==> src/rtl/dmem_access_ctrl_pkg.sv <==
// Shared constants for the M-stage data-access controller: ALU control codes,
// bus size codes, FSM state encoding and the latched request-lane struct.
package dmem_access_ctrl_pkg;

    localparam logic [5:0] ALU_LB  = 6'h20;
    localparam logic [5:0] ALU_LH  = 6'h21;
    localparam logic [5:0] ALU_LW  = 6'h23;
    localparam logic [5:0] ALU_LBU = 6'h24;
    localparam logic [5:0] ALU_LHU = 6'h25;
    localparam logic [5:0] ALU_SB  = 6'h28;
    localparam logic [5:0] ALU_SH  = 6'h29;
    localparam logic [5:0] ALU_SW  = 6'h2B;

    localparam logic [1:0] SIZE_BYTE = 2'd0;
    localparam logic [1:0] SIZE_HALF = 2'd1;
    localparam logic [1:0] SIZE_WORD = 2'd2;

    typedef enum logic [2:0] {
        DMEM_IDLE  = 3'd0,
        DMEM_REQ   = 3'd1,
        DMEM_WAIT  = 3'd2,
        DMEM_DRAIN = 3'd3,
        DMEM_DONE  = 3'd4
    } dmem_state_e;

    typedef struct packed {
        logic        wr;
        logic [1:0]  size;
        logic [3:0]  wstrb;
        logic [31:0] wdata;
    } dmem_lane_t;

    // Unknown control codes fall through to word size.
    function automatic logic [1:0] size_of(input logic [5:0] ctrl);
        case (ctrl)
            ALU_LB, ALU_LBU, ALU_SB: size_of = SIZE_BYTE;
            ALU_LH, ALU_LHU, ALU_SH: size_of = SIZE_HALF;
            default:                 size_of = SIZE_WORD;
        endcase
    endfunction

endpackage

==> src/rtl/dmem_access_ctrl_if.sv <==
// SRAM-like data bus: one request channel (req/addr_ok) and one response
// channel (data_ok/rdata), shared by reads and writes.
interface dmem_access_ctrl_if #(
    parameter int AW = 32,
    parameter int DW = 32
);
    logic          data_req;
    logic          data_wr;
    logic [1:0]    data_size;
    logic [AW-1:0] data_addr;
    logic [DW-1:0] data_wdata;
    logic [3:0]    data_wstrb;
    logic          data_addr_ok;
    logic          data_data_ok;
    logic [DW-1:0] data_rdata;

    modport master (
        output data_req, data_wr, data_size, data_addr, data_wdata, data_wstrb,
        input  data_addr_ok, data_data_ok, data_rdata
    );

    modport slave (
        input  data_req, data_wr, data_size, data_addr, data_wdata, data_wstrb,
        output data_addr_ok, data_data_ok, data_rdata
    );
endinterface

==> src/rtl/dmem_access_ctrl_addr_align_chk.sv <==
// Combinational decode of a load/store: misalignment flags, bus size,
// big-endian byte strobes and lane-replicated store data.
module addr_align_chk
    import dmem_access_ctrl_pkg::*;
(
    input  logic        i_memen,
    input  logic        i_memwrite,
    input  logic [5:0]  i_alucontrol,
    input  logic [1:0]  i_addr_lo,
    input  logic [31:0] i_wdata,
    output logic        o_laddrerr,
    output logic        o_saddrerr,
    output logic [1:0]  o_size,
    output logic [3:0]  o_wstrb,
    output logic [31:0] o_wdata
);
    logic w_mis;

    // Byte lane 0 is the most significant byte, so strobes shift right with the address.
    always_comb begin
        o_size  = size_of(i_alucontrol);
        w_mis   = 1'b0;
        o_wstrb = 4'b1111;
        o_wdata = i_wdata;
        case (o_size)
            SIZE_BYTE: begin
                o_wstrb = 4'b1000 >> i_addr_lo;
                o_wdata = {4{i_wdata[7:0]}};
            end
            SIZE_HALF: begin
                w_mis   = i_addr_lo[0];
                o_wstrb = 4'b1100 >> i_addr_lo;
                o_wdata = {2{i_wdata[15:0]}};
            end
            default: w_mis = |i_addr_lo;
        endcase
        if (!i_memwrite) o_wstrb = 4'b0000;
    end

    assign o_laddrerr = i_memen & ~i_memwrite & w_mis;
    assign o_saddrerr = i_memen &  i_memwrite & w_mis;
endmodule

==> src/rtl/dmem_access_ctrl.sv <==
// M-stage data-access controller: issues one bus transaction per load/store,
// stalls M until the response arrives and registers the raw read word.
module dmem_access_ctrl
    import dmem_access_ctrl_pkg::*;
#(
    parameter int AW = 32,
    parameter int DW = 32
) (
    input  logic          clk,
    input  logic          rst,
    input  logic          memenM,
    input  logic          memwriteM,
    input  logic [5:0]    alucontrolM,
    input  logic [AW-1:0] aluoutM,
    input  logic [DW-1:0] writedataM,
    input  logic          flushM,
    input  logic          pipe_holdM,
    output logic          laddrerrM,
    output logic          saddrerrM,
    output logic          stallM,
    output logic [DW-1:0] lwresultM,
    dmem_access_ctrl_if.master dbus
);
    dmem_state_e   r_state;
    logic          r_kill;
    dmem_lane_t    r_lane;
    logic [AW-1:0] r_addr;

    logic          w_access, w_issue, w_req;
    logic [1:0]    w_size;
    logic [3:0]    w_wstrb;
    logic [31:0]   w_wdata;
    dmem_lane_t    w_lane, w_sel;

    addr_align_chk u_align (
        .i_memen      (memenM),
        .i_memwrite   (memwriteM),
        .i_alucontrol (alucontrolM),
        .i_addr_lo    (aluoutM[1:0]),
        .i_wdata      (writedataM),
        .o_laddrerr   (laddrerrM),
        .o_saddrerr   (saddrerrM),
        .o_size       (w_size),
        .o_wstrb      (w_wstrb),
        .o_wdata      (w_wdata)
    );

    assign w_access = memenM & ~laddrerrM & ~saddrerrM & ~flushM;
    assign w_issue  = (r_state == DMEM_IDLE) & w_access;
    assign w_req    = w_issue | (r_state == DMEM_REQ);
    assign w_lane   = '{wr: memwriteM, size: w_size, wstrb: w_wstrb, wdata: w_wdata};
    // The issue cycle drives the live decode; later cycles replay the latched copy.
    assign w_sel    = w_issue ? w_lane : r_lane;

    assign dbus.data_req   = w_req;
    assign dbus.data_wr    = w_req & w_sel.wr;
    assign dbus.data_size  = w_sel.size;
    assign dbus.data_addr  = w_issue ? aluoutM : r_addr;
    assign dbus.data_wdata = w_sel.wdata;
    assign dbus.data_wstrb = w_req ? w_sel.wstrb : 4'b0000;

    assign stallM = w_issue | (r_state == DMEM_REQ) | (r_state == DMEM_WAIT)
                  | (r_state == DMEM_DRAIN);

    always_ff @(posedge clk or posedge rst) begin
        if (rst) begin
            r_state   <= DMEM_IDLE;
            r_kill    <= 1'b0;
            r_lane    <= '0;
            r_addr    <= '0;
            lwresultM <= '0;
        end else begin
            case (r_state)
                DMEM_IDLE: if (w_access) begin
                    r_lane <= w_lane;
                    r_addr <= aluoutM;
                    if (dbus.data_addr_ok && dbus.data_data_ok) begin
                        r_state <= DMEM_DONE;
                        if (!memwriteM) lwresultM <= dbus.data_rdata;
                    end else if (dbus.data_addr_ok) begin
                        r_state <= DMEM_WAIT;
                    end else begin
                        r_state <= DMEM_REQ;
                    end
                end
                // A request cannot be withdrawn; a flush seen here is remembered
                // until the slave accepts, then the response is dropped.
                DMEM_REQ: begin
                    if (dbus.data_addr_ok) begin
                        r_kill <= 1'b0;
                        if (flushM || r_kill) begin
                            r_state <= dbus.data_data_ok ? DMEM_IDLE : DMEM_DRAIN;
                        end else if (dbus.data_data_ok) begin
                            r_state <= DMEM_DONE;
                            if (!r_lane.wr) lwresultM <= dbus.data_rdata;
                        end else begin
                            r_state <= DMEM_WAIT;
                        end
                    end else if (flushM) begin
                        r_kill <= 1'b1;
                    end
                end
                DMEM_WAIT: begin
                    if (dbus.data_data_ok) begin
                        if (flushM) begin
                            r_state <= DMEM_IDLE;
                        end else begin
                            r_state <= DMEM_DONE;
                            if (!r_lane.wr) lwresultM <= dbus.data_rdata;
                        end
                    end else if (flushM) begin
                        r_state <= DMEM_DRAIN;
                    end
                end
                DMEM_DRAIN: if (dbus.data_data_ok) r_state <= DMEM_IDLE;
                DMEM_DONE:  if (!pipe_holdM || flushM) r_state <= DMEM_IDLE;
                default:    r_state <= DMEM_IDLE;
            endcase
        end
    end
endmodule

==> src/flat_wrapper.sv <==
// flat-port wrapper written by rule: the top's interface ports become plain ports
module dmem_access_ctrl_flat import dmem_access_ctrl_pkg::*;
#(
    parameter int AW = 32,
    parameter int DW = 32
)
  (clk, rst, memenM, memwriteM, alucontrolM, aluoutM, writedataM, flushM, pipe_holdM, laddrerrM, saddrerrM, stallM, lwresultM, dbus_data_req, dbus_data_wr, dbus_data_size, dbus_data_addr, dbus_data_wdata, dbus_data_wstrb, dbus_data_addr_ok, dbus_data_data_ok, dbus_data_rdata);
  dmem_access_ctrl_if #(.AW(AW), .DW(DW)) dbus_i ();
  input  logic clk;
  input  logic rst;
  input  logic memenM;
  input  logic memwriteM;
  input  logic [5:0] alucontrolM;
  input  logic [AW-1:0] aluoutM;
  input  logic [DW-1:0] writedataM;
  input  logic flushM;
  input  logic pipe_holdM;
  output logic laddrerrM;
  output logic saddrerrM;
  output logic stallM;
  output logic [DW-1:0] lwresultM;
  output wire logic [$bits(dbus_i.data_req)-1:0] dbus_data_req;
  output wire logic [$bits(dbus_i.data_wr)-1:0] dbus_data_wr;
  output wire logic [$bits(dbus_i.data_size)-1:0] dbus_data_size;
  output wire logic [$bits(dbus_i.data_addr)-1:0] dbus_data_addr;
  output wire logic [$bits(dbus_i.data_wdata)-1:0] dbus_data_wdata;
  output wire logic [$bits(dbus_i.data_wstrb)-1:0] dbus_data_wstrb;
  input wire logic [$bits(dbus_i.data_addr_ok)-1:0] dbus_data_addr_ok;
  input wire logic [$bits(dbus_i.data_data_ok)-1:0] dbus_data_data_ok;
  input wire logic [$bits(dbus_i.data_rdata)-1:0] dbus_data_rdata;
  assign dbus_data_req = dbus_i.data_req;
  assign dbus_data_wr = dbus_i.data_wr;
  assign dbus_data_size = dbus_i.data_size;
  assign dbus_data_addr = dbus_i.data_addr;
  assign dbus_data_wdata = dbus_i.data_wdata;
  assign dbus_data_wstrb = dbus_i.data_wstrb;
  assign dbus_i.data_addr_ok = dbus_data_addr_ok;
  assign dbus_i.data_data_ok = dbus_data_data_ok;
  assign dbus_i.data_rdata = dbus_data_rdata;
  dmem_access_ctrl #(.AW(AW), .DW(DW)) u_core (.clk(clk), .rst(rst), .memenM(memenM), .memwriteM(memwriteM), .alucontrolM(alucontrolM), .aluoutM(aluoutM), .writedataM(writedataM), .flushM(flushM), .pipe_holdM(pipe_holdM), .laddrerrM(laddrerrM), .saddrerrM(saddrerrM), .stallM(stallM), .lwresultM(lwresultM), .dbus(dbus_i));
endmodule
==> config.mk <==
export PLATFORM = sky130hd
export DESIGN_NAME = dmem_access_ctrl_flat
export DESIGN_NICKNAME = d
export VERILOG_FILES = /design/src/rtl/dmem_access_ctrl_pkg.sv /design/src/rtl/dmem_access_ctrl_if.sv /design/src/rtl/dmem_access_ctrl_addr_align_chk.sv /design/src/rtl/dmem_access_ctrl.sv /design/src/flat_wrapper.sv
export SDC_FILE = /design/constraint.sdc
export NUM_CORES = 1
export LEC_CHECK = 0
export ABC_CLOCK_PERIOD_IN_PS = 4100
export CAP_MARGIN = 10
export CORE_MARGIN = 2
export CORE_UTILIZATION = 42
export DETAILED_ROUTE_END_ITERATION = 7
export PLACE_DENSITY = 0.81
export REMOVE_ABC_BUFFERS = 1
export SYNTH_ARGS = -nofsm -noshare
export SYNTH_HDL_FRONTEND = slang
export SYNTH_SLANG_ARGS = --single-unit
export TNS_END_PERCENT = 1
==> constraint.sdc <==
create_clock -name clk -period 4.1 [get_ports clk]
set_input_delay 0.82 -clock clk [delete_from_list [all_inputs] [get_ports clk]]
set_output_delay 0.82 -clock clk [all_outputs]
set_load 0.03 [all_outputs]
### Yosys cells after proc, flatten, opt, wreduce, memory -nomap -nowiden

Index checks and enable logic that the tools add are counted.
W data, S select, Z words.

* bits in registers: 107
* latch bits: 0
* memory bits (writable): 0
* memory bits (read-only): 0
* input port bits: 110
* memories: 0

* add/sub/neg operators: 0
* multipliers: 0
* div/mod/pow operators: 0
* order comparisons: 0
* eq/ne operators: 22
* shift-type cells: 2
* mux-type cells: 33
* bitwise operators: 16
* reduce and logical (&&, ||, !) cells: 15

Operator list (count)
* $mux W32: 10
* $pmux W32 S3: 1
* $pmux W32 S2: 1
* $mux W39: 1
* $eq A6 B6 Y1 const B: 6
* $mux W3: 10
* $ne A2 B2 Y1 const B: 8
* $pmux W3 S5: 1
* $and A1 B1 Y1: 9
* $reduce_and A9 Y1: 1
* $mux W4: 2
* $pmux W4 S2: 1
* $shr A4 B2 Y4 const A: 2
* $eq A3 B2 Y1 const B: 2
* $reduce_or A3 Y1: 2
* $reduce_and A5 Y1: 1
* $mux W2: 2
* $ne A2 B1 Y1 const B: 2
* $not A1 Y1: 4
* $pmux W2 S2: 1
* $reduce_and A2 Y1: 2
* $eq A3 B1 Y1 const B: 1
* $eq A3 B3 Y1 const B: 1
* $logic_not A3 Y1: 1
* 12 further kinds: 16

### Longest topological paths before layout

Gate-level depths: netlist (run 1).

* word-level depth: 14
* mapped depth: 8
* mapped depth without buffers: 5

### Cells and area by module

From an unflattened synthesis (run 1), not the netlist that was laid out.

* cell total of the unflattened synthesis: 486
* area, all modules: 4933.5 um^2

By module, submodules not included
* dmem_access_ctrl: times used 1, cells each 421, area each 4282.9 um^2, sequential area each 2677.6 um^2
* addr_align_chk: times used 1, cells each 65, area each 650.6 um^2, sequential area each 0.0 um^2

### Least setup slack after synthesis (run 1)

No wires, ideal clock.

* path kind: input-to-output
* from: input alucontrolM[2]
* to: output dbus_data_size[1]
* arrival: 2.403 ns
* required time: 3.280 ns
* setup slack: 0.877 ns
* cell stages on the path: 5
* buffers on the path: 1
* cells stage by stage: a21oi_2 nand3_1 a21bo_2 clkbuf_1 o21ai_0

* word-level cells in the longest chain between the ends: 12
* elaborated cells between the ends (all ways): 21
* those cells by class: eq/ne (7); mux (3); bitwise (8); reduce/logical (3)

RTL lines
* from (decl): line flat_wrapper.sv:13 `input logic [5:0] alucontrolM;`
* $eq A6 B6 Y1: line dmem_access_ctrl_pkg.sv:35 `case (ctrl)`
* $reduce_or A3 Y1: line dmem_access_ctrl_pkg.sv:35
* $pmux W2 S2 (*): line dmem_access_ctrl_pkg.sv:35
* $eq A2 B1 Y1 / $logic_not A2 Y1 (equally long branches): line dmem_access_ctrl_addr_align_chk.sv:25 `case (o_size)`
* $pmux W1 S2: line dmem_access_ctrl_addr_align_chk.sv:25
* $and A1 B1 Y1: line dmem_access_ctrl_addr_align_chk.sv:40 `assign o_laddrerr = i_memen & ~i_memwrite & w_mis;`
* $not A1 Y1: line dmem_access_ctrl.sv:48 `assign w_access = memenM & ~laddrerrM & ~saddrerrM & ~flushM;`
* $and A1 B1 Y1 (3 in a row): line dmem_access_ctrl.sv:48
* $and A1 B1 Y1: line dmem_access_ctrl.sv:49 `assign w_issue = (r_state == DMEM_IDLE) & w_access;`
* $mux W39 (*): line dmem_access_ctrl.sv:53 `assign w_sel = w_issue ? w_lane : r_lane;`
* to (decl): line flat_wrapper.sv:24 `output wire logic [$bits(dbus_i.data_size)-1:0] dbus_data_size;`

Mark *: on every way between the ends. The rest lies on a longest branch, timed or not.

### Worst setup path after layout (run 1)

* from: input flushM
* to: output dbus_data_wstrb[1]

* word-level cells in the longest chain between the ends: 5
* elaborated cells between the ends (all ways): 6
* those cells by class: mux (2); bitwise (4)

RTL lines
* from (decl): line flat_wrapper.sv:16 `input logic flushM;`
* $not A1 Y1 (*): line dmem_access_ctrl.sv:48
* $and A1 B1 Y1 (*): line dmem_access_ctrl.sv:48
* $and A1 B1 Y1 (*): line dmem_access_ctrl.sv:49
* $mux W39 / $or A1 B1 Y1 (equally long branches): line dmem_access_ctrl.sv:53, dmem_access_ctrl.sv:50
* $mux W4 (*): line dmem_access_ctrl.sv:60 `assign dbus.data_wstrb = w_req ? w_sel.wstrb : 4'b0000;`
* to (decl): line flat_wrapper.sv:27 `output wire logic [$bits(dbus_i.data_wstrb)-1:0] dbus_data_wstrb;`

Marks and branches as above.

==> summary by stage, run 1 <==
Synth
The count of warnings emitted by yosys is 0. In this run, distinct cell masters in the synthesized netlist total 41. Synthesis produced 478 cells. The largest total area in the synthesized netlist belongs to sky130_fd_sc_hd__dfrtp_1. The flip-flop and latch count after synthesis is 107. Counting flops with an async set or reset pin after synthesis yields a share of 100.0%.

The average instance in the mapped netlist occupies 10.00 um2. The synthesized cell area is 4781 um2. The most instantiated flip-flop cell in the synthesis netlist is sky130_fd_sc_hd__dfrtp_1.

The area share of the largest cell type after synthesis is 56.01%. The proportion of synthesized chip area in sequential cells is 56.01%. Counting flops with a built-in enable in the synthesized netlist gives 0. Sorting the synthesized cells by area gives the leading types as sky130_fd_sc_hd__dfrtp_1 (56%), sky130_fd_sc_hd__nand2_1 (14%), sky130_fd_sc_hd__mux2_4 (9.4%).

Timing
The final count of hold timing violations is 0. Setup violations remaining at the end of the flow were counted as 0. Setup repair after global routing left no endpoint under its margin. Once routing completed, OpenROAD measured the worst setup slack at 0.2094 ns.

Timing would allow up to 0.2570 GHz. The max-slew violation total from the final report is 0. The routed design could run at a clock period as short as 3.891 ns. Dividing the final minimum period by the clock period gives 94.89%.

The measured slew at the worst slew-check pin is 0.7509 ns. Clock skew on the completed layout was measured at 0.007673 ns. Measured against its own limit, the worst slew margin works out to 49.94%.

Hold path
The worst hold path begins at u_core.r_lane[3]. The end of the worst hold path is u_core.r_lane[3]. The path class of the tightest hold or removal check is reg2reg. The cell count of the worst hold path is 2.

Clocking
The tree is rooted in a sky130_fd_sc_hd__clkbuf_16. Counting every sink on the clock net gives 107. In this run, CTS created clock tree buffers numbering 9. The buffer depth of the longest clock path is 2. After clock tree synthesis, the setup repair step added 0 buffers.

The CTS H-tree depth is 3. The worst-skew pair later-pin latency is 0.36 ns. After clock tree synthesis, the clock-pin slew on the worst setup and hold paths is 0.07 ns.

The CTS tree is yes. The total of cells resized after clock tree synthesis is 0. Buffers inserted to repair hold after CTS numbered 0.

Route
The average routed wire per standard cell is 16.21 um. The count of unresolved DRC violations after routing is 0. The detailed-route wire length is 13500 um. The detailed router's first-iteration violation count is 321. In this run the remaining antenna-violating nets after routing total 0. The number of vias in the routed layout is 4208.

The detailed-route vias per instance is 5.052. The first-pass iteration count of the detailed router is 4.

Die
The initialized floorplan defines 38 standard-cell rows. The region available for standard cell placement spans 10980 um2. The I/O pin count is 217.

From left edge to right edge, the die measures 110.7 um. From bottom edge to top edge, the die measures 110.7 um. The effective utilization at floorplan is 43.53%. The floorplan step defined a die boundary enclosing 12250 um2.

Global routing
The wire length of the first global-routing pass is 22050 um. The pin count of the biggest net entering global routing is 75. The remaining global-route overflow is 0. The overall fraction of global-route tracks in use is 22.57%.

The number of global-route vias before repair is 4217. The initial antenna violation count is 0.

Worst setup path
The critical path startpoint category is a primary input. The endpoint identified for the worst register-to-register timing path is u_core.lwresultM[31]. In this run the register-to-register setup slack is 1.78 ns. STA puts the critical path data arrival time at 3.07 ns. Traced cell by cell, the critical path runs through clkdlybuf4s50_1 -> nand2b_1 -> or4b_1 -> nor2_1 -> a22o_1 -> clkdlybuf4s50_1. The required time at the endpoint of the critical path is 3.28 ns. In this run the worst path has a maximum fanout of 4. The worst setup path is captured at an output port. The cell seen most often among critical-path stages is sky130_fd_sc_hd__clkdlybuf4s50_1.

The beginning of the worst register-to-register path is u_core.r_state[0]. In this design, the stage delay of the slowest critical-path cell is 0.67 ns. Counting cells, the worst reg-to-reg path comes to 6.

The critical path in this run is classified as in2out. Among all stages on the critical path, the largest delay is contributed by sky130_fd_sc_hd__clkdlybuf4s50_1.

Power and ir drop
The design draws 5.625 mW. For this design the ratio of total power to cell area is 778.6 nW/um2. The worst-case IR drop observed on VDD is 520.7 uV. The leakage power summed over all cells is 3.420 nW.

Cells and area
The library cells used most frequently in the layout, excluding fill and tap cells, are sky130_fd_sc_hd__nand2_1 (174), sky130_fd_sc_hd__clkdlybuf4s50_1 (146), sky130_fd_sc_hd__dfrtp_1 (107). The most frequent standard cell in the layout excluding fill and tap cells is sky130_fd_sc_hd__nand2_1. In the final design database the tool counted 798 nets. For this run, the number of standard cells in the final layout without fillers is 833.

The finished cells cover 7224 um2. The number of inserted diodes is 0. Compared with the post-synthesis result, the final layout area differs by 51.11%.

The post-route netlist has 19.62% of its cells at a drive strength greater than 1. Once layout is complete, the utilization of the core stands at 65.78%.

Status
The run finished with clean final reports.

Placement
Summed over all nets, the half-perimeter wirelength after detailed placement is 9764 um. The total of buffers placed on input and output ports is 216. The placer's final routability congestion estimate is 0.8961. The number of placed instances, taps included is 817.

The cell area after placement is 6947 um2. OpenSTA, run right after detailed placement, puts the worst setup slack at 0.2482 ns.

Job
The total of max-cap violations is 0.
-- metal layers --
layer | part of all wire (%) | track usage, % | vias to the layer above
li1 | - | - | 2001
met1 | 40 | 27.63 | 2013
met2 | 50 | 38.00 | 172
met3 | 7.3 | 7.709 | 22
met4 | 2.1 | 6.500 | 0
met5 | 0 | 0 | -
-- registers in the layout, summed over array words and instances (netlist names) --
name,flops
u_core.r_state,3
u_core.lwresultM,32
u_core.r_kill,1
u_core.r_addr,32
u_core.r_lane,39
-- power breakdown --
part | internal (mW) | switching, mW
registers | 1.57 | 0.229
logic | 1.24 | 1.78
clock network | 0.415 | 0.394
-- per-stage QoR --
step | setup TNS [ns] | hold slack [ns]
floorplan | -115.32 | 0.4386
global placement | 0 | 0.4532
detailed placement | 0 | 0.4583
CTS | 0 | 0.4768
global route | 0 | 0.4925
finish | 0 | 0.4725
-- layout make-up --
cell class	count	area, um2
Clock buffer	9	225.2
Clock inverter	7	52.55
Fill cell	856	3759
Inverter	3	13.76
Multi-Input combinational cell	340	1961
Sequential cell	107	2678
Tap cell	140	175.2
Timing Repair Buffer	227	2120
-- logic make-up (layout without fill, tap and decap cells) --
kind of cell,Yosys count,count (layout),synth area share (%)
AND/OR/NAND/NOR,231,231,19.73
flip-flops,107,107,56.01
AO/OA/AOI/OAI,67,67,9.108
multiplexers,40,40,11.57
buffers and inverters,31,246,3.219
XOR/XNOR,2,2,0.3665
-- worst max-delay path, delay by kind of cell --
family / cells / cell delay (ns)
simple gates: 3 / 0.96
compound gates: 1 / 0.19
buf+inv: 2 / 1.08
-- how the worst max path moves through the flow --
| stage | endpoint | from | slack [ns] | cells after the start |
|---|---|---|---|---|
| finish | dbus_data_wstrb[1] | flushM | 0.21 | 6 |
| global placement | dbus_data_wstrb[0] | flushM | 0.29 | 6 |
| CTS | dbus_data_wstrb[1] | flushM | 0.22 | 6 |
| floorplan | dbus_data_wdata[10] | alucontrolM[2] | -1.68 | 4 |
| detailed placement | dbus_data_wstrb[1] | flushM | 0.25 | 6 |
| global route | dbus_data_wstrb[0] | flushM | 0.15 | 6 |
-- cells in the mapped netlist (all sizes together) (3+ instances only) --
library cell,instances
a21o,3
a21oi,13
mux2i,8
inv,3
dfrtp,107
nor2b,4
nor2,34
nand2,175
mux2,32
buf,17
clkbuf,11
a22o,5
a31oi,19
o21ai,17
nand3,3
o211ai,3
No activity file was read; power rests on OpenSTA's default activity.
==> run 2, diff against run 1 <==
GPL_TIMING_DRIVEN = 1   (was unset)
TNS_END_PERCENT = unset   (was 1)
==> results of run 2 <==
The final DEF is identical to that of run 1; final timing and power are the same.
==> run 3, diff against run 2 <==
ABC_AREA = 1   (was unset)
PLACE_DENSITY = 0.8   (was 0.81)
==> run 3 against run 2 <==
Cell count increased by 16%. Critical path type unchanged. Critical endpoint is now dbus_data_addr[26]. Global-route usage increased by 0.40 points. Sequential cell count did not move.
==> summary by stage, run 3 <==
Status
The run finished with clean final reports.

Synth
The multiplexer fraction of the synthesized cell area is 0% (-12 points). The number of enable-type register cells in the synthesized netlist came to 0 (unchanged). The post-synthesis adder-cell area fraction is 0% (unchanged). The post-synthesis share of cell area spent on and, or, nand and nor gates is 38.43% (+19 points). The flip-flop and latch count after synthesis was 107 (unchanged). The number of library cell types mapped by synthesis is 23 (-44%). The largest family of logic cells by synthesized area is simple AND/OR/NAND/NOR gates. The area share of the largest cell type after synthesis is 54.79% (-1.2 points). The library cell occupying the most area in the post-synthesis netlist is sky130_fd_sc_hd__dfrtp_1. The synthesized cell area is 4887 um2 (+2.2%). Ranked by total cell area, the synthesized netlist is headed by sky130_fd_sc_hd__dfrtp_1 (55%), sky130_fd_sc_hd__nand2_1 (26%), sky130_fd_sc_hd__nand4_1 (4.9%). The leading cell type by number of instances after synthesis is sky130_fd_sc_hd__nand2_1. The post-synthesis compound-gate area fraction is 1.613% (-7.5 points).

The proportion of synthesized chip area in sequential cells is 54.79% (-1.2 points). The share of flip-flops with an asynchronous set or reset after synthesis is 100.0% (unchanged). The mean instance size in the synthesized netlist is 7.934 um2 (-21%).

The count of warnings emitted by yosys came to 0 (unchanged). The xor and xnor area share after synthesis is 0% (-0.37 points). The number of standard cells after synthesis is 616 (+29%). The most instantiated flip-flop cell in the synthesis netlist is sky130_fd_sc_hd__dfrtp_1. The commonest cells after synthesis are sky130_fd_sc_hd__nand2_1 (341), sky130_fd_sc_hd__dfrtp_1 (107), sky130_fd_sc_hd__nand3_1 (38), sky130_fd_sc_hd__nand4_1 (38), sky130_fd_sc_hd__buf_2 (22).

Job
The total of max-cap violations is 0 (unchanged).

Clocking
The buffer depth of the longest clock path is 2 (unchanged). The clock input transition at the sequential cells of the worst setup and hold paths is 0.06 ns (about the same). The root cell of the clock tree is sky130_fd_sc_hd__clkbuf_16.

The number of buffers created by CTS was 9 (unchanged). The number of buffers added for setup after CTS is 0 (unchanged). The post-cts hold buffer count is 0 (unchanged). The CTS H-tree depth is 3 (unchanged). The total of cells resized after clock tree synthesis is 0 (unchanged). The number of clock sinks seen by CTS is 107 (unchanged). TritonCTS built the clock tree. The worst-skew pair later-pin latency came to 0.34 ns (-0.02 ns).

Cells and area
The largest register by flop count is u_core.r_lane. The flip-flop count of the largest register after layout was 39 (unchanged). In the final layout, the registers with the most flip-flops are u_core.r_lane (39), u_core.lwresultM (32), u_core.r_addr (32). The layout overhead on the synthesized area is 49.67%. The final standard cell count with taps included and fillers excluded is 969 (+16%). The most frequent standard cell in the layout excluding fill and tap cells is sky130_fd_sc_hd__nand2_1. The number of nets in the finished design came to 932 (+17%). The area of all placed cells without fillers came to 7315 um2 (+1.2%). The fraction of final layout cells with drive strength greater than 1 is 13.45% (-6.2 points). The top cell types in the final layout, fill and taps aside, are sky130_fd_sc_hd__nand2_1 (341), sky130_fd_sc_hd__clkdlybuf4s50_1 (143), sky130_fd_sc_hd__dfrtp_1 (107).

Power and ir drop
The worst supply voltage drop on vdd came to 428.9 uV (-18%). The power density normalized to cell area is 760.9 nW/um2 (-2.3%). The leakage power summed over all cells is 3.796 nW (+11%).

Die
The number of core rows is 39 (+2.6%). The floorplan die area is 12510 um2 (+2.1%). The horizontal die dimension is 111.9 um (+1.1%). The placeable core region is 11370 um2 (+3.5%).

The I/O pin count is 217 (unchanged). The height of the die came to 111.9 um (+1.1%). The effective utilization at floorplan is 42.98% (-0.54 points).

Global routing
The number of global-route vias before repair is 4721 (+12%). The remaining global-route overflow is 0 (unchanged). The wire length of the first global-routing pass is 23410 um (+6.2%).

The initial antenna violation count came to 1 (+1). The pin count of the biggest net entering global routing was 63 (-16%). The overall fraction of global-route tracks in use was 22.96% (+0.40 points).

Worst setup path
The kind of capture point of the worst setup path is an output port. Traced cell by cell, the critical path runs through clkdlybuf4s50_1 -> inv_1 -> nor2_4 -> nand3_4 -> nand2_2 -> nand4_1 -> buf_12 -> buf_12 -> nand2_1 -> nand2_1 -> buf_4. The required time at the endpoint of the critical path is 3.28 ns (about the same). The critical path class is in2out. The critical path startpoint category is a primary input.

The maximum single-stage delay on the critical path is 0.46 ns (-0.21 ns). The data arrival time of the worst path was 2.86 ns (-0.21 ns). The worst-case register-to-register setup slack is 1.95 ns (+0.17 ns).

The slowest stage cell on the critical path is sky130_fd_sc_hd__clkdlybuf4s50_1. The peak fanout along the critical path is 35 (+31).

Route
The detailed router's first-iteration violation count came to 299 (-6.9%). The detailed-route vias per instance is 4.948 (-2.0%). The detailed-route wire length was 14260 um (+5.6%).

The count of unresolved DRC violations after routing was 0 (unchanged). The remaining antenna violation count is 0 (unchanged). The first-pass iteration count of the detailed router is 5 (+1). The number of vias in the routed layout is 4795 (+14%). The average routed wire per standard cell was 14.71 um (-9.2%).

Timing
The headroom to the max-slew limit came to 52.88% (+2.9 points). The post-route fraction of the period consumed by the critical path is 89.69% (-5.2 points). Setup repair after global routing left no endpoint under its margin. The total of endpoints with negative setup slack in the final report came to 0 (unchanged). The max-slew violation total from the final report is 0 (unchanged). The final-layout worst hold slack is 0.4694 ns (-0.003181 ns).

The largest clock skew in the final design is 0.01041 ns (+0.002735 ns). The measured slew at the worst slew-check pin is 0.7043 ns (-0.04653 ns). The final count of hold timing violations came to 0 (unchanged).

The maximum clock frequency was 0.2720 GHz (+5.8%). The minimum clock period after layout came to 3.677 ns (-0.2134 ns).

Hold path
The path type of the worst min-delay path is reg2reg.

Placement
The number of placed instances, taps included came to 954 (+17%). The final HPWL from detailed placement is 10360 um (+6.1%). The total of buffers placed on input and output ports is 216 (unchanged). The placer's final routability congestion estimate was 0.8732 (-2.6%). The cell area after placement was 7028 um2 (+1.2%).
-- run 3: cell count changes after synthesis, sizes merged, moves of 11 or more --
| cell | delta |
|---|---|
| mux2 | -32 |
| a31oi | -18 |
| nand3 | +38 |
| nand2 | +169 |
| o21ai | -11 |
| nor2 | -20 |
| nand4 | +38 |
| inv | +19 |
-- run 3: stage by stage --
stage	util, %	total power [mW]	TNS, ns	worst slack [ns]
floorplan	-	3.489	-16.29	-1.052
global placement	61.81	4.682	0	0.4728
detailed placement	61.81	4.753	0	0.3928
CTS	64.31	5.606	0	0.3941
global route	64.33	5.885	0	0.1544
finish	64.33	5.566	0	0.4229
-- run 3: area by class of cell --
class | instances | area, um2
multi-input cells | 456 | 1957
fillers | 965 | 4055
well taps | 143 | 178.9
inverters | 22 | 85.08
flip-flops and latches | 107 | 2678
clock inverters | 2 | 37.54
clock buffers | 12 | 246.5
diodes | 1 | 2.502
repair buffers | 226 | 2130
-- run 3: where the power goes --
part | total (mW) | switching, mW | internal [mW] | leakage, nW
combinational | 3.02 | 1.95 | 1.07 | 2.31
sequential | 1.71 | 0.182 | 1.52 | 1.35
clock | 0.842 | 0.358 | 0.484 | 0.135
-- run 3: final timing paths --
path / end / cells past startpoint / from
max in group asynchronous: u_core.lwresultM[27] / 3 / rst
min: u_core.lwresultM[27] / 2 / u_core.lwresultM[27]
min in group asynchronous: u_core.lwresultM[23] / 2 / rst
min reg2reg: u_core.lwresultM[27] / 2 / u_core.lwresultM[27]
max: dbus_data_addr[26] / 11 / alucontrolM[5]
max reg2reg: u_core.lwresultM[11] / 9 / u_core.r_state[1]
-- run 3: worst max-delay path: cells and delay by family --
kind                   cells  cell delay, ns
AND/OR/NAND/NOR            6            0.87
buffers and inverters      5            1.14
-- run 3: logic make-up (layout without fill, tap and decap cells) --
family / after synthesis / after routing
AOI/OAI and AO/OA: 15 / 15
DFF: 107 / 107
and+or+nand+nor: 441 / 441
buffers and inverters: 53 / 262
other: 0 / 1
-- run 3: per-layer routing --
layer | vias to the layer above | global-route usage, % | wire length, um
met5 | - | 0 | 0
li1 | 2371 | - | -
met2 | 180 | 39.31 | 7161
met4 | 0 | 9.383 | 356
met3 | 22 | 2.722 | 749
met1 | 2222 | 29.74 | 5990
